[src/rtl/scan_demux_pkg.sv]
// scan_demux_pkg: shared constants, FSM state type and one-hot legality helper
// for consumers of the 4-phase scan interface.
package scan_demux_pkg;

    localparam int unsigned NSLOT = 4;
    localparam int unsigned IDX_W = 2;

    typedef enum logic {
        HUNT   = 1'b0,
        LOCKED = 1'b1
    } state_t;

    // True when exactly one bit of v is set.
    function automatic logic onehot4(input logic [NSLOT-1:0] v);
        return (v != '0) && ((v & (v - 4'd1)) == '0);
    endfunction

endpackage

[src/rtl/scan_demux_if.sv]
// scan_demux_if: scan bus (select lines + shared data) and the frame/status
// outputs of the receiver.
//   master: drives sel/data_in, observes the receiver outputs
//   slave : the receiver (scan_demux)
interface scan_demux_if #(
    parameter int unsigned W     = 4,
    parameter int unsigned ERR_W = 8
);
    logic [3:0]       sel;
    logic [W-1:0]     data_in;
    logic [4*W-1:0]   frame_out;
    logic             frame_valid;
    logic             locked;
    logic             err;
    logic [ERR_W-1:0] err_count;
    logic [1:0]       slot_idx;

    modport master (
        output sel, data_in,
        input  frame_out, frame_valid, locked, err, err_count, slot_idx
    );

    modport slave (
        input  sel, data_in,
        output frame_out, frame_valid, locked, err, err_count, slot_idx
    );
endinterface

[src/rtl/scan_demux_onehot_enc4.sv]
// onehot_enc4: combinational 4-line select encoder.
//   sel   : select lines
//   legal : exactly one line high
//   idx   : position of the high line (only meaningful when legal)
module onehot_enc4
    import scan_demux_pkg::*;
(
    input  logic [NSLOT-1:0] sel,
    output logic             legal,
    output logic [IDX_W-1:0] idx
);
    always_comb begin
        legal = onehot4(sel);
        idx   = '0;
        for (int unsigned i = 0; i < NSLOT; i++) begin
            if (sel[i]) idx = IDX_W'(i);
        end
    end
endmodule

[src/rtl/scan_demux.sv]
// scan_demux: receiving end of the 4-phase scan interface. Validates the
// select pattern, captures bus data per slot and publishes a 4-slot frame
// once per complete in-order scan.
//   CLK, RST : clock, synchronous active-high reset
//   bus      : scan_demux_if slave (sel, data_in in; frame_out, frame_valid,
//              locked, err, err_count, slot_idx out)
module scan_demux
    import scan_demux_pkg::*;
#(
    parameter int unsigned W     = 4,
    parameter int unsigned ERR_W = 8
) (
    input  logic      CLK,
    input  logic      RST,
    scan_demux_if.slave bus
);
    state_t             state, state_n;
    logic [IDX_W-1:0]   expected, expected_n;
    logic [3:0]         sel_prev;
    logic [W-1:0]       slot [NSLOT];
    logic [4*W-1:0]     frame_out;
    logic               frame_valid;
    logic               err;
    logic [ERR_W-1:0]   err_count;
    logic [IDX_W-1:0]   slot_idx;

    logic               legal;
    logic [IDX_W-1:0]   idx;
    logic               cap, publish, viol;

    onehot_enc4 u_enc (
        .sel   (bus.sel),
        .legal (legal),
        .idx   (idx)
    );

    always_comb begin
        state_n    = state;
        expected_n = expected;
        cap        = 1'b0;
        publish    = 1'b0;
        viol       = 1'b0;
        unique case (state)
            HUNT: begin
                if (bus.sel == 4'b0001) begin
                    cap        = 1'b1;
                    expected_n = 2'd1;
                    state_n    = LOCKED;
                end
            end
            LOCKED: begin
                if (legal && (bus.sel == sel_prev)) begin
                    cap = 1'b1;                    // dwell: overwrite, no advance
                end else if (legal && (idx == expected)) begin
                    cap        = 1'b1;
                    expected_n = expected + 2'd1;
                    publish    = (idx == 2'd3);
                end else begin
                    viol = 1'b1;
                    // A violating slot-0 select doubles as a fresh lock.
                    if (bus.sel == 4'b0001) begin
                        cap        = 1'b1;
                        expected_n = 2'd1;
                    end else begin
                        state_n = HUNT;
                    end
                end
            end
            default: state_n = HUNT;
        endcase
    end

    always_ff @(posedge CLK) begin
        if (RST) begin
            state       <= HUNT;
            expected    <= '0;
            sel_prev    <= '0;
            frame_out   <= '0;
            frame_valid <= 1'b0;
            err         <= 1'b0;
            err_count   <= '0;
            slot_idx    <= '0;
            for (int unsigned i = 0; i < NSLOT; i++) slot[i] <= '0;
        end else begin
            state       <= state_n;
            expected    <= expected_n;
            sel_prev    <= bus.sel;
            frame_valid <= publish;
            err         <= viol;
            if (legal) slot_idx <= idx;
            if (cap) slot[idx] <= bus.data_in;
            // Slot 3 is taken straight from the bus so the frame is out one cycle after it.
            if (publish) frame_out <= {bus.data_in, slot[2], slot[1], slot[0]};
            if (viol && (err_count != '1)) err_count <= err_count + 1'b1;
        end
    end

    assign bus.frame_out   = frame_out;
    assign bus.frame_valid = frame_valid;
    assign bus.locked      = (state == LOCKED);
    assign bus.err         = err;
    assign bus.err_count   = err_count;
    assign bus.slot_idx    = slot_idx;

endmodule

[src/flat_wrapper.sv]
// flat-port wrapper written by rule: the top's interface ports become plain ports
module scan_demux_flat import scan_demux_pkg::*;
#(
    parameter int unsigned W     = 4,
    parameter int unsigned ERR_W = 8
)
  (CLK, RST, bus_sel, bus_data_in, bus_frame_out, bus_frame_valid, bus_locked, bus_err, bus_err_count, bus_slot_idx);
  scan_demux_if #(.W(W), .ERR_W(ERR_W)) bus_i ();
  input  logic CLK;
  input  logic RST;
  input wire logic [$bits(bus_i.sel)-1:0] bus_sel;
  input wire logic [$bits(bus_i.data_in)-1:0] bus_data_in;
  output wire logic [$bits(bus_i.frame_out)-1:0] bus_frame_out;
  output wire logic [$bits(bus_i.frame_valid)-1:0] bus_frame_valid;
  output wire logic [$bits(bus_i.locked)-1:0] bus_locked;
  output wire logic [$bits(bus_i.err)-1:0] bus_err;
  output wire logic [$bits(bus_i.err_count)-1:0] bus_err_count;
  output wire logic [$bits(bus_i.slot_idx)-1:0] bus_slot_idx;
  assign bus_i.sel = bus_sel;
  assign bus_i.data_in = bus_data_in;
  assign bus_frame_out = bus_i.frame_out;
  assign bus_frame_valid = bus_i.frame_valid;
  assign bus_locked = bus_i.locked;
  assign bus_err = bus_i.err;
  assign bus_err_count = bus_i.err_count;
  assign bus_slot_idx = bus_i.slot_idx;
  scan_demux #(.W(W), .ERR_W(ERR_W)) u_core (.CLK(CLK), .RST(RST), .bus(bus_i));
endmodule
[config.mk]
export PLATFORM = sky130hd
export DESIGN_NAME = scan_demux_flat
export DESIGN_NICKNAME = d
export VERILOG_FILES = /design/src/rtl/scan_demux_pkg.sv /design/src/rtl/scan_demux_if.sv /design/src/rtl/scan_demux_onehot_enc4.sv /design/src/rtl/scan_demux.sv /design/src/flat_wrapper.sv
export SDC_FILE = /design/constraint.sdc
export NUM_CORES = 1
export LEC_CHECK = 0
export ABC_CLOCK_PERIOD_IN_PS = 4000
export BUFFER_PORTS_ARGS = -buffer_cell sky130_fd_sc_hd__buf_2
export CAP_MARGIN = 20
export CORE_ASPECT_RATIO = 0.6
export CORE_MARGIN = 2
export CORE_UTILIZATION = 50
export DETAILED_ROUTE_END_ITERATION = 8
export PLACE_DENSITY = 0.82
export SLEW_MARGIN = 15
export SYNTH_ARGS = -nofsm -noshare
export SYNTH_HDL_FRONTEND = slang
export SYNTH_HIERARCHICAL = 1
export SYNTH_SLANG_ARGS = --single-unit
[constraint.sdc]
create_clock -name CLK -period 4 [get_ports CLK]
set_input_delay 0.2 -clock CLK [delete_from_list [all_inputs] [get_ports CLK]]
set_output_delay 0.2 -clock CLK [all_outputs]
set_load 0.03 [all_outputs]
## After elaboration in Yosys (flattened, before gate mapping)

Memory sizes are Yosys's and may differ from the RTL's. A register that Yosys moved wholly into a read port is not among the register bits.
Index checks and enable logic that the tools add are counted.
W data, S select, Z words.

| operators by class | value |
|---|---|
| $add $sub $neg | 3 |
| multiply operators | 0 |
| divide/modulo/power cells | 0 |
| magnitude comparators | 0 |
| equality and inequality tests | 6 |
| shifts and indexed selects | 0 |
| multiplexer cells | 25 |
| bitwise logic cells | 2 |
| reduce and logical (&&, ||, !) cells | 7 |

Operators by type and width:

| operator | number |
|---|---|
| $mux W1 | 16 |
| $mux W2 | 6 |
| $add A8 B1 Y8 const B | 1 |
| $ne A8 B8 Y1 const B | 1 |
| $and A4 B4 Y4 | 1 |
| $eq A4 B1 Y1 const B | 1 |
| $eq A4 B4 Y1 | 1 |
| $logic_and A1 B1 Y1 | 4 |
| $logic_not A4 Y1 | 1 |
| $mux W4 | 1 |
| $pmux W2 S2 | 1 |
| $reduce_bool A4 Y1 | 1 |
| $reduce_or A4 Y1 | 1 |
| $sub A4 B1 Y4 const B | 1 |
| $add A2 B1 Y2 const B | 1 |
| $eq A2 B2 Y1 | 1 |
| $eq A2 B2 Y1 const B | 1 |
| $ne A2 B2 Y1 const B | 1 |
| $pmux W1 S2 | 1 |
| $not A1 Y1 | 1 |

| word-level totals | value |
|---|---|
| flip-flop bits (word level) | 35 |
| latch bits | 0 |
| RAM bits | 16 |
| bits in read-only memories | 0 |
| input bits | 10 |
| output and inout bits | 29 |
| word-level logic and storage cells | 52 |
| memories kept | 1 |

Memory list:

| memory | depth | bits a word | rd ports | clocked after memory_dff | write ports | RTL line | text |
|---|---|---|---|---|---|---|---|
| u_core.slot | 4 | 4 | 3 | 3 | 4 | scan_demux.sv:20 | `logic [W-1:0] slot [NSLOT];` |

## Depth between registers and ports, before layout

Gate-level depths: netlist (run 1).

| logic depth | value |
|---|---|
| depth after elaboration | 13 |
| gate-level depth with buffers | 9 |
| depth with buffers taken out | 7 |

## Modules after synthesis

The synthesis (run 1) kept the hierarchy.

By module, submodules not included:

| module | times used | cells an instance | area an instance (um2) | sequential area each (um2) |
|---|---|---|---|---|
| scan_demux | 1 | 191 | 2026.9 | 1061.0 |
| onehot_enc4 | 1 | 7 | 55.1 | 0.0 |

## Least setup slack after synthesis (run 1)

No wires, ideal clock.

| timing | value |
|---|---|
| kind | in2reg |
| from | input port bus_sel[3] |
| to | memory u_core.slot[0][0], enable pin |
| setup time | 305 ps |
| arrival time | 2044 ps |
| required time | 3695 ps |
| setup slack | 1651 ps |
| stages on the path | 7 |
| buffers on the path | 1 |
| cells stage by stage | or4b_1 o211ai_1 clkbuf_1 nand2_1 o21a_1 nor3_4 a21o_1 |

RTL lines:

| what | RTL line | text |
|---|---|---|
| start: declaration | flat_wrapper.sv:11 | `input wire logic [$bits(bus_i.sel)-1:0] bus_sel;` |
| end: declaration | scan_demux.sv:20 |  |

==> results.py, run 1 <==
metrics = {
    "sta": {
        "final-setup-viol-count": 0,
        "worst_hold_slack_ps": 184,
        "drv_slew": 0,
        "hold_violations": 0,
        "rsz0062_at_grt": "false",
        "fin_ws_ps": 1850,
        "min_period_ps": 2150,
        "tightestPinTransition_ps": 748,
        "finalSetupTns_ps": 0,
        "max_slew_margin": 0.502,
        "fin_worst_skew_ps": 7.05,
        "fmax_mhz": 465,
        "post-route-period-util": 0.537,
    },
    "route": {
        "drc": 0,
        "drt_iter0_drc": 83,
        "viasPerCell": 5.56,
        "vias": 1591,
        "wl_per_cell_microns": 13.8,
        "antenna_left": 0,
        "drt_wl_total_microns": 3950,
        "drtPass1Iterations": 4,
    },
    "clocking": {
        "cts_tree": "done",
        "htreeDepth": 2,
        "post_cts_buffers": 0,
        "clock_sinks": 47,
        "cts.clk_slew.worst_paths_ps": 90,
        "cts_buffers": 5,
        "root_buffer": "clkbuf_8",
        "clockBufferDepth": 2,
        "cts_resized": 0,
        "hold_buffers": 0,
        "clk_latency_ps": 300,
    },
    "synth": {
        "netlist_area_sq_mm": 0.00208,
        "synth_nets": 209,
        "synth_edf_count": 12,
        "synth_top_area_cell": "dfxtp_1",
        "syn_area_per_cell_sq_um": 10.5,
        "synthCells": 198,
        "netlist.area_leader.share": 0.337,
        "yosysSeqAreaShare": 0.510,
        "synth_ff_type": "dfxtp_1",
        "ys_warn_count": 18,
        "synth-seq-cells": 47,
        "synth-async-reset-ratio": 0,
        "ys_types": 44,
        "synth.top_cells.by_area": "dfxtp_1, edfxtp_1, mux2i_1",
    },
    "global_routing": {
        "grt_max_degree": 43,
        "grt_pass1_vias": 1357,
        "grt_first_pass_wirelength_microns": 6540,
        "grt_use_total": 0.182,
        "grt_overflow": 0,
        "antenna_found_initial": 0,
    },
    "hold_path": {
        "hp-class": "primary input to flip-flop",
        "hp-start": "bus_data_in[0]",
        "min_delay_worst_endpoint": "u_core/bus.frame_out[12]",
        "whs_path_depth": 3,
    },
    "placed_design": {
        "dpl_cell_area_sq_mm": 0.00230,
        "routabilityCongestion": 0.787,
        "io_buffers": 38,
        "place_ws_ps": 1550,
        "place_hpwl_microns": 2730,
    },
    "worst_setup_path": {
        "cp_max_fo": 10,
        "reg2reg_slack_ps": 2040,
        "reg2reg_depth": 5,
        "crit_type": "primary input to flip-flop",
        "cp-end-kind": "flip-flop",
        "crit_arrival_ps": 2150,
        "reg2reg_from": "u_core/sel_prev[2]",
        "rr_endpoint": "u_core/slot[0][2]",
        "worstPathRequired_ps": 4000,
        "cp-start-kind": "primary input",
    },
    "floorplanning": {
        "core_sq_mm": 0.00405,
        "die_w_microns": 87.3,
        "die_y_microns": 54.0,
        "initial_core_util": 0.514,
        "io_pins": 39,
        "die_area_sq_mm": 0.00471,
        "num_rows": 18,
    },
    "power": {
        "p_per_area_mw_per_mm2": 378,
        "leakagePower_nw": 1.14,
        "peakVddDrop_v": 0.000199,
    },
    "cells_and_area": {
        "drive_gt1_frac": 0.242,
        "final_nets": 246,
        "diodes": 0,
        "fin_util": 0.597,
        "area_growth_pct": 16.2,
        "postLayoutCellArea_sq_mm": 0.00242,
    },
    "run_status": {
        "status": "finished, final reports clean",
    },
    "run": {
        "drv_cap": 0,
    },
}
-- placed cells by master, fill, tap and decap left out, types with 3 or more instances in the layout --
| cell | n |
|---|---|
| o21ai_0 | 3 |
| mux2i_1 | 19 |
| nand3_1 | 7 |
| clkbuf_8 | 5 |
| a21o_1 | 3 |
| nor2_1 | 26 |
| a21oi_1 | 11 |
| o31ai_1 | 6 |
| or4_1 | 5 |
| nor2b_1 | 4 |
| edfxtp_1 | 12 |
| nand2_1 | 3 |
| and3_1 | 16 |
| inv_1 | 5 |
| buf_2 | 38 |
| dfxtp_1 | 35 |
| xnor2_1 | 6 |
-- critical path, cell delays in order --
cell      delay [ps]
buf_2            140
or4b_1           520
o211ai_1         100
buf_4            200
nand2_1          160
o21a_1           260
nor3_4           310
a21o_1           260
-- kinds of logic (layout without fill, tap and decap cells) --
kind of cell | Yosys count | in the layout | share of synthesized area
multiplexers | 19 | 19 | 0.0913
flip-flops | 47 | 47 | 0.510
AND/OR/NAND/NOR | 75 | 75 | 0.211
buffers and inverters | 15 | 53 | 0.0337
XOR/XNOR | 7 | 7 | 0.0331
adder cells (fa/ha/maj) | 1 | 1 | 0.00601
AO/OA/AOI/OAI | 34 | 34 | 0.115
-- how the worst max path moves through the flow --
stage	start	to	slack, ps	cells after the start
6_report	bus_sel[3]	u_core/slot[0][2]	1850	8
5_1_grt	bus_sel[1]	u_core/slot[2][1]	1760	8
4_1_cts	bus_sel[3]	u_core/slot[1][3]	1870	8
3_5_place_dp	bus_sel[3]	u_core/slot[1][1]	1550	8
3_3_place_gp	bus_sel[3]	u_core/slot[2][0]	1590	8
2_1_floorplan	bus_sel[3]	u_core/slot[0][0]	1650	7
-- synthesized netlist by cell type (all sizes together) (2+ instances only) --
cell,instances
buf,5
o21ai,3
nand2,3
or4b,2
or3,2
clkbuf,5
a21o,4
o211ai,2
nor2,26
nand3,8
inv,5
a211oi,2
and3,16
dfxtp,35
or4,5
xnor2,7
mux2i,19
a21oi,11
o31ai,6
edfxtp,12
nor2b,4
-- routing by layer --
layer,GRT usage,vias up,wire length [microns]
li1,-,796,-
met1,0.265,749,1960
met2,0.263,41,1770
met3,0.0475,5,190
met4,0.0615,0,35
met5,0,-,0
-- cell type report --
type / instances / area (sq um)
fill: 348 / 1640
tap: 50 / 62.6
sequential: 47 / 1060
inverter: 5 / 18.8
clock inverter: 3 / 47.5
clock buffer: 5 / 68.8
timing repair buffer: 40 / 205
multi-input combinational: 136 / 955
-- stage by stage --
step           total power, W  std cells
6_report             0.000915        286
5_1_grt              0.000949        286
4_1_cts              0.000926        286
3_5_place_dp         0.000573        278
3_3_place_gp         0.000572        278
2_1_floorplan        0.000552        198
-- flip-flops by register name, summed over array words and instances (netlist names) --
name,cells
u_core/bus.locked,1
u_core/slot,12
u_core/expected,2
u_core/bus.frame_out,16
u_core/bus.err_count,8
u_core/bus.slot_idx,2
u_core/bus.frame_valid,1
u_core/bus.err,1
u_core/sel_prev,4
-- power by group --
| part | leakage, nW | internal [W] | total [W] | switching, W |
|---|---|---|---|---|
| clock | 0.0587 | 0.000189 | 0.000353 | 0.000164 |
| combinational | 0.677 | 0.0000211 | 0.0000627 | 0.0000416 |
| sequential | 0.408 | 0.000495 | 0.000499 | 0.00000470 |
Note: power is estimated with default switching activity, not from simulation.
==> run 2: changes to the inputs <==
--- a/config.mk
+++ b/config.mk
@@ -5,7 +5,7 @@
 export SDC_FILE = /design/constraint.sdc
 export NUM_CORES = 1
 export LEC_CHECK = 0
-export ABC_CLOCK_PERIOD_IN_PS = 4000
+export ABC_CLOCK_PERIOD_IN_PS = 2000
 export BUFFER_PORTS_ARGS = -buffer_cell sky130_fd_sc_hd__buf_2
 export CAP_MARGIN = 20
 export CORE_ASPECT_RATIO = 0.6
==> constraint.sdc (replaced) <==
create_clock -name CLK -period 2 [get_ports CLK]
set_input_delay 0.1 -clock CLK [delete_from_list [all_inputs] [get_ports CLK]]
set_output_delay 0.1 -clock CLK [all_outputs]
set_load 0.03 [all_outputs]
==> run 2 against run 1 <==
  * Sequential power is 100% higher
  * Flip-flop and latch count did not move
  * Routed wire length grew 6.9%
  * Count of clock-buffer cells in the layout is the same
  * Final area rose by 6.5%
  * Die area stayed put
  * Sequential share of layout area down 2.7 points
  * Global-route usage grew 1.0 points
  * Power up 120%
  * Non-clock buffer count is 15 higher
  * Clock skew decreased by 0.69 ps
==> results.py, run 2 (synthesis results as in run 1) <==
metrics = {
    "sta": {
        "worst_hold_slack_ps": 57.8,
        "fin_worst_skew_ps": 6.36,
        "drv_slew": 0,
        "post-route-period-util": 0.943,
        "max_slew_margin": 0.634,
        "final-setup-viol-count": 0,
        "hold_violations": 0,
        "fmax_mhz": 530,
        "min_period_ps": 1890,
        "tightestPinTransition_ps": 547,
        "rsz0062_at_grt": "false",
    },
    "floorplanning": {
        "initial_core_util": 0.514,
        "core_sq_mm": 0.00405,
        "die_area_sq_mm": 0.00471,
        "num_rows": 18,
        "die_y_microns": 54.0,
        "die_w_microns": 87.3,
        "io_pins": 39,
    },
    "power": {
        "peakVddDrop_v": 0.000375,
        "leakagePower_nw": 1.24,
        "p_per_area_mw_per_mm2": 773,
    },
    "worst_setup_path": {
        "crit_arrival_ps": 2120,
        "cp-start-kind": "flip-flop",
        "worstPathRequired_ps": 2230,
        "cp_max_fo": 15,
        "crit_type": "flip-flop to flip-flop",
        "cp-end-kind": "flip-flop",
    },
    "cells_and_area": {
        "area_growth_pct": 23.7,
        "multiInputGateArea_sq_um": 962,
        "layout.cells.non_filler": 301,
        "regMostFlops": "u_core/bus.frame_out",
        "layout_common_cells": "buf_2, dfxtp_1, nor2_1",
        "layout_commonest_cell": "buf_2",
        "diodes": 0,
        "largestRegisters": "u_core/bus.frame_out x16, u_core/slot x12, u_core/bus.err_count x8",
        "regArea_sq_mm": 0.00106,
        "final_nets": 261,
        "final.fill_count": 328,
        "largest_reg_flops": 16,
        "drive_gt1_frac": 0.291,
    },
    "clocking": {
        "clk_latency_ps": 300,
        "clock_sinks": 47,
        "hold_buffers": 0,
        "cts_tree": "done",
        "cts.clk_slew.worst_paths_ps": 90,
        "root_buffer": "clkbuf_8",
        "cts_buffers": 5,
        "post_cts_buffers": 0,
        "cts_resized": 0,
        "clockBufferDepth": 2,
        "htreeDepth": 2,
    },
    "route": {
        "drt_wl_total_microns": 4230,
        "viasPerCell": 5.52,
        "drc": 0,
        "met3_length_microns": 196,
        "vias": 1662,
        "dr_wl_met2_microns": 1930,
        "dr.max_layer_used": "met4",
        "drt_iter0_drc": 118,
        "drtPass1Iterations": 4,
        "wl_per_cell_microns": 14.0,
        "met1_length_microns": 2040,
        "antenna_left": 0,
    },
    "placed_design": {
        "routabilityCongestion": 0.783,
        "place_hpwl_microns": 3070,
        "dp_cells": 293,
        "io_buffers": 38,
    },
    "global_routing": {
        "grt_pass1_vias": 1452,
        "antenna_found_initial": 0,
        "grt_overflow": 0,
        "grt_max_degree": 20,
        "grt_use_total": 0.192,
        "grt_first_pass_wirelength_microns": 6910,
    },
    "run": {
        "drv_cap": 0,
    },
    "run_status": {
        "status": "finished, final reports clean",
    },
    "hold_path": {
        "hp-class": "primary input to flip-flop",
    },
}
[run 2: changes by cell type in the layout (fill, tap and decap cells not counted)]
cell and delta:
clkinv_4 -1, buf_4 +14, nand2_1 -1, nand2_4 +1
inv_8 +1, buf_12 +1, bufinv_16 +1, inv_6 -1
[run 2: per-stage QoR]
stage                     TNS (ps)  total power [W]  utilization  cell area (sq um)  setup WS [ps]
after floorplan              -32.3          0.00111            -               2090          -4.04
after global placement        -598          0.00117        0.601               2430          -54.1
after detailed placement     -1500          0.00117        0.601               2430           -107
after CTS                        0          0.00200        0.635               2570            149
after global routing             0          0.00205        0.635               2570           1.31
final                            0          0.00199        0.635               2570            114
[run 2: worst paths after layout]
check / from / to / slack (ps) / depth (start not counted)
max: u_core/bus.err_count[0] / u_core/bus.err_count[6] / 110 / 5
max reg2reg: u_core/bus.err_count[0] / u_core/bus.err_count[6] / 110 / 5
min reg2reg: u_core/slot[0][1] / u_core/bus.frame_out[1] / 490 / 2
min: bus_sel[2] / u_core/sel_prev[2] / 60 / 2
[run 2: area by class of cell]
class,instances,share of cell area
clock buffer,5,0.0267
clock inverter,3,0.0277
inverter,5,0.00729
multi-input combinational,136,0.374
sequential,47,0.412
tap,50,0.0243
timing repair buffer,55,0.128
[run 2: per-layer routing]
layer / global-route usage / vias up
met5: 0 / -
met4: 0.0538 / 0
met3: 0.0567 / 9
met2: 0.299 / 48
met1: 0.263 / 782
li1: - / 823
[run 2: report_power, final]
part	total [W]	switching, W	internal, W
clock	0.000840	0.000332	0.000507
combinational	0.000152	0.0000903	0.0000613
sequential	0.000999	0.00000923	0.000989
[run 2: critical path: stages, from the launching register on]
cell	delay (ps)
dfxtp_1	360
ha_1	240
and3_1	220
and3_1	320
or4_1	530
a21oi_1	160
==> run 3: changes to the inputs <==
--- a/config.mk
+++ b/config.mk
@@ -12,6 +12,7 @@
 export CORE_MARGIN = 2
 export CORE_UTILIZATION = 50
 export DETAILED_ROUTE_END_ITERATION = 8
+export GPL_TIMING_DRIVEN = 0
 export PLACE_DENSITY = 0.82
 export SLEW_MARGIN = 15
 export SYNTH_ARGS = -nofsm -noshare
==> run 3 against run 2 <==
  * Sequential power about the same
  * Register-to-register slack improved by 30 ps
  * First-iteration DRC count increased by 3.4%
  * Sequential share of layout area increased by 2.0 points
  * Worst setup slack got worse by 42 ps
  * Die area unchanged
  * Critical path depth increased by 3
  * Final cell count decreased by 2.0%
  * Critical endpoint is now u_core/slot[1][0]
==> results.py, run 3 (synthesis results as in run 1) <==
metrics = {
    "floorplanning": {
        "initial_core_util": 0.514,
        "core_sq_mm": 0.00405,
        "die_w_microns": 87.3,
        "die_area_sq_mm": 0.00471,
        "num_rows": 18,
        "die_y_microns": 54.0,
        "io_pins": 39,
    },
    "power": {
        "power_w": 0.00170,
        "seqPwrFrac": 0.586,
        "clockPowerShare": 0.334,
        "peakVddDrop_v": 0.000302,
        "power.switching_w": 0.000423,
        "combPwrFrac": 0.080,
        "leakagePower_nw": 1.17,
        "internal_power_w": 0.00128,
        "p_per_area_mw_per_mm2": 693,
        "p_sw_frac": 0.248,
    },
    "sta": {
        "tightestPinTransition_ps": 560,
        "final-setup-viol-count": 0,
        "max_slew_margin": 0.626,
        "post-route-period-util": 0.964,
        "hold_violations": 0,
        "finalSetupTns_ps": 0,
        "min_period_ps": 1930,
        "rsz0062_at_grt": "false",
        "fin_worst_skew_ps": 5.36,
        "worst_hold_slack_ps": 89.0,
        "drv_slew": 0,
        "fmax_mhz": 518,
    },
    "worst_setup_path": {
        "cp.depth": 8,
        "reg2reg_depth": 5,
        "cp-start-kind": "primary input",
        "crit_type": "primary input to flip-flop",
        "critPathTopFamily": "simple AND/OR/NAND/NOR gates",
        "max_stage_delay_ps": 520,
        "cp_num_buf_inv": 2,
        "crit_arrival_ps": 1930,
        "worstPathRequired_ps": 2000,
        "slowest_stage": "or4b_1",
        "cp_max_fo": 10,
        "critical_path.cell_chain": "buf_2 -> or4b_1 -> o211ai_1 -> buf_4 -> nand2_4 -> o21a_1 -> nor3b_4 -> a21o_1",
        "cp-end-kind": "flip-flop",
    },
    "route": {
        "wl_per_cell_microns": 14.0,
        "viasPerCell": 5.42,
        "antenna_left": 0,
        "drtPass1Iterations": 4,
        "met1_length_microns": 2190,
        "vias": 1599,
        "drc": 0,
        "drt_wl_total_microns": 4140,
        "drt_iter0_drc": 122,
        "dr.max_layer_used": "met4",
        "dr_wl_met2_microns": 1750,
        "met3_length_microns": 177,
    },
    "cells_and_area": {
        "multiInputGateArea_sq_um": 970,
        "layout_common_cells": "buf_2, dfxtp_1, nor2_1",
        "largest_reg_flops": 16,
        "diodes": 0,
        "layout.cells.non_filler": 295,
        "final.fill_count": 336,
        "regMostFlops": "u_core/bus.frame_out",
        "area_growth_pct": 17.9,
        "largestRegisters": "u_core/bus.frame_out x16, u_core/slot x12, u_core/bus.err_count x8",
        "regArea_sq_mm": 0.00106,
        "fin_util": 0.606,
        "layout_commonest_cell": "buf_2",
        "drive_gt1_frac": 0.253,
        "final_nets": 255,
    },
    "global_routing": {
        "grt_first_pass_wirelength_microns": 6870,
        "grt_overflow": 0,
        "antenna_found_initial": 0,
        "grt_use_total": 0.191,
        "grt_pass1_vias": 1441,
        "grt_max_degree": 16,
    },
    "clocking": {
        "cts_buffers": 5,
        "clock_sinks": 47,
        "hold_buffers": 0,
        "cts_tree": "done",
        "root_buffer": "clkbuf_8",
        "clockBufferDepth": 2,
        "htreeDepth": 2,
        "clk_latency_ps": 300,
        "cts.clk_slew.worst_paths_ps": 90,
    },
    "placed_design": {
        "routabilityCongestion": 0.882,
        "place_hpwl_microns": 3010,
        "io_buffers": 38,
        "dp_cells": 286,
    },
    "run_status": {
        "status": "finished, final reports clean",
    },
    "run": {
        "drv_cap": 0,
    },
    "hold_path": {
        "whs_path_depth": 3,
        "hp-class": "primary input to flip-flop",
    },
}
## run 3: cell count changes in the layout (fill, tap and decap cells not counted), sizes merged
cell / before / now
buf: 55 / 45
bufinv: 2 / 0
clkbuf: 5 / 9
clkinv: 0 / 2
clkinvlp: 0 / 1
inv: 6 / 5
## run 3: power groups by stage
stage / clock network (W) / registers, W / logic [W]
global placement: 0 / 0.00102 / 0.000128
floorplan: 0 / 0.00103 / 0.0000809
finish: 0.000569 / 0.000998 / 0.000136
detailed placement: 0 / 0.00102 / 0.000131
CTS: 0.000581 / 0.000998 / 0.000134
global route: 0.000615 / 0.00100 / 0.000148
## run 3: path summary, 6_finish.rpt
check / startpoint / to / slack, ps
setup reg to reg: u_core/expected[0] / u_core/slot[1][0] / 140
hold / removal: bus_data_in[2] / u_core/bus.frame_out[14] / 90
hold reg to reg: u_core/slot[2][1] / u_core/bus.frame_out[9] / 490
setup / recovery: bus_sel[3] / u_core/slot[1][0] / 70
## run 3: tightest hold or removal path: cells and delay by family
| kind | cells | cell delay, ps |
|---|---|---|
| mux | 1 | 70 |
| buf+inv | 1 | 110 |
| simple gates | 1 | 70 |
## run 3: metrics by stage
stage	cell area [sq um]	setup slack (ps)
2_1_floorplan	2090	-4.04
3_3_place_gp	2350	-297
3_5_place_dp	2350	-329
4_1_cts	2450	24.8
5_1_grt	2450	1.29
6_report	2450	71.2
## run 3: area by class of cell
class                      count  area share
tap                           50      0.0255
inverter                       5     0.00765
clock inverter                 3     0.00815
sequential                    47       0.432
clock buffer                   5      0.0280
buffer                        10      0.0229
multi-input combinational    136       0.395
timing repair buffer          39      0.0805
## run 3: layer usage
layer  vias to the layer above  global-route usage
met1                       743               0.276
li1                        815                   -
met4                         0              0.0487
met5                         -                   0
met2                        37               0.273
met3                         4              0.0675
## run 3: what timing repair did
item | in CTS | in global routing
pin swaps | 0 | 2
buffers inserted | 1 | 0
resized for setup | 1 | 4
setup endpoints to repair | 12 | 13
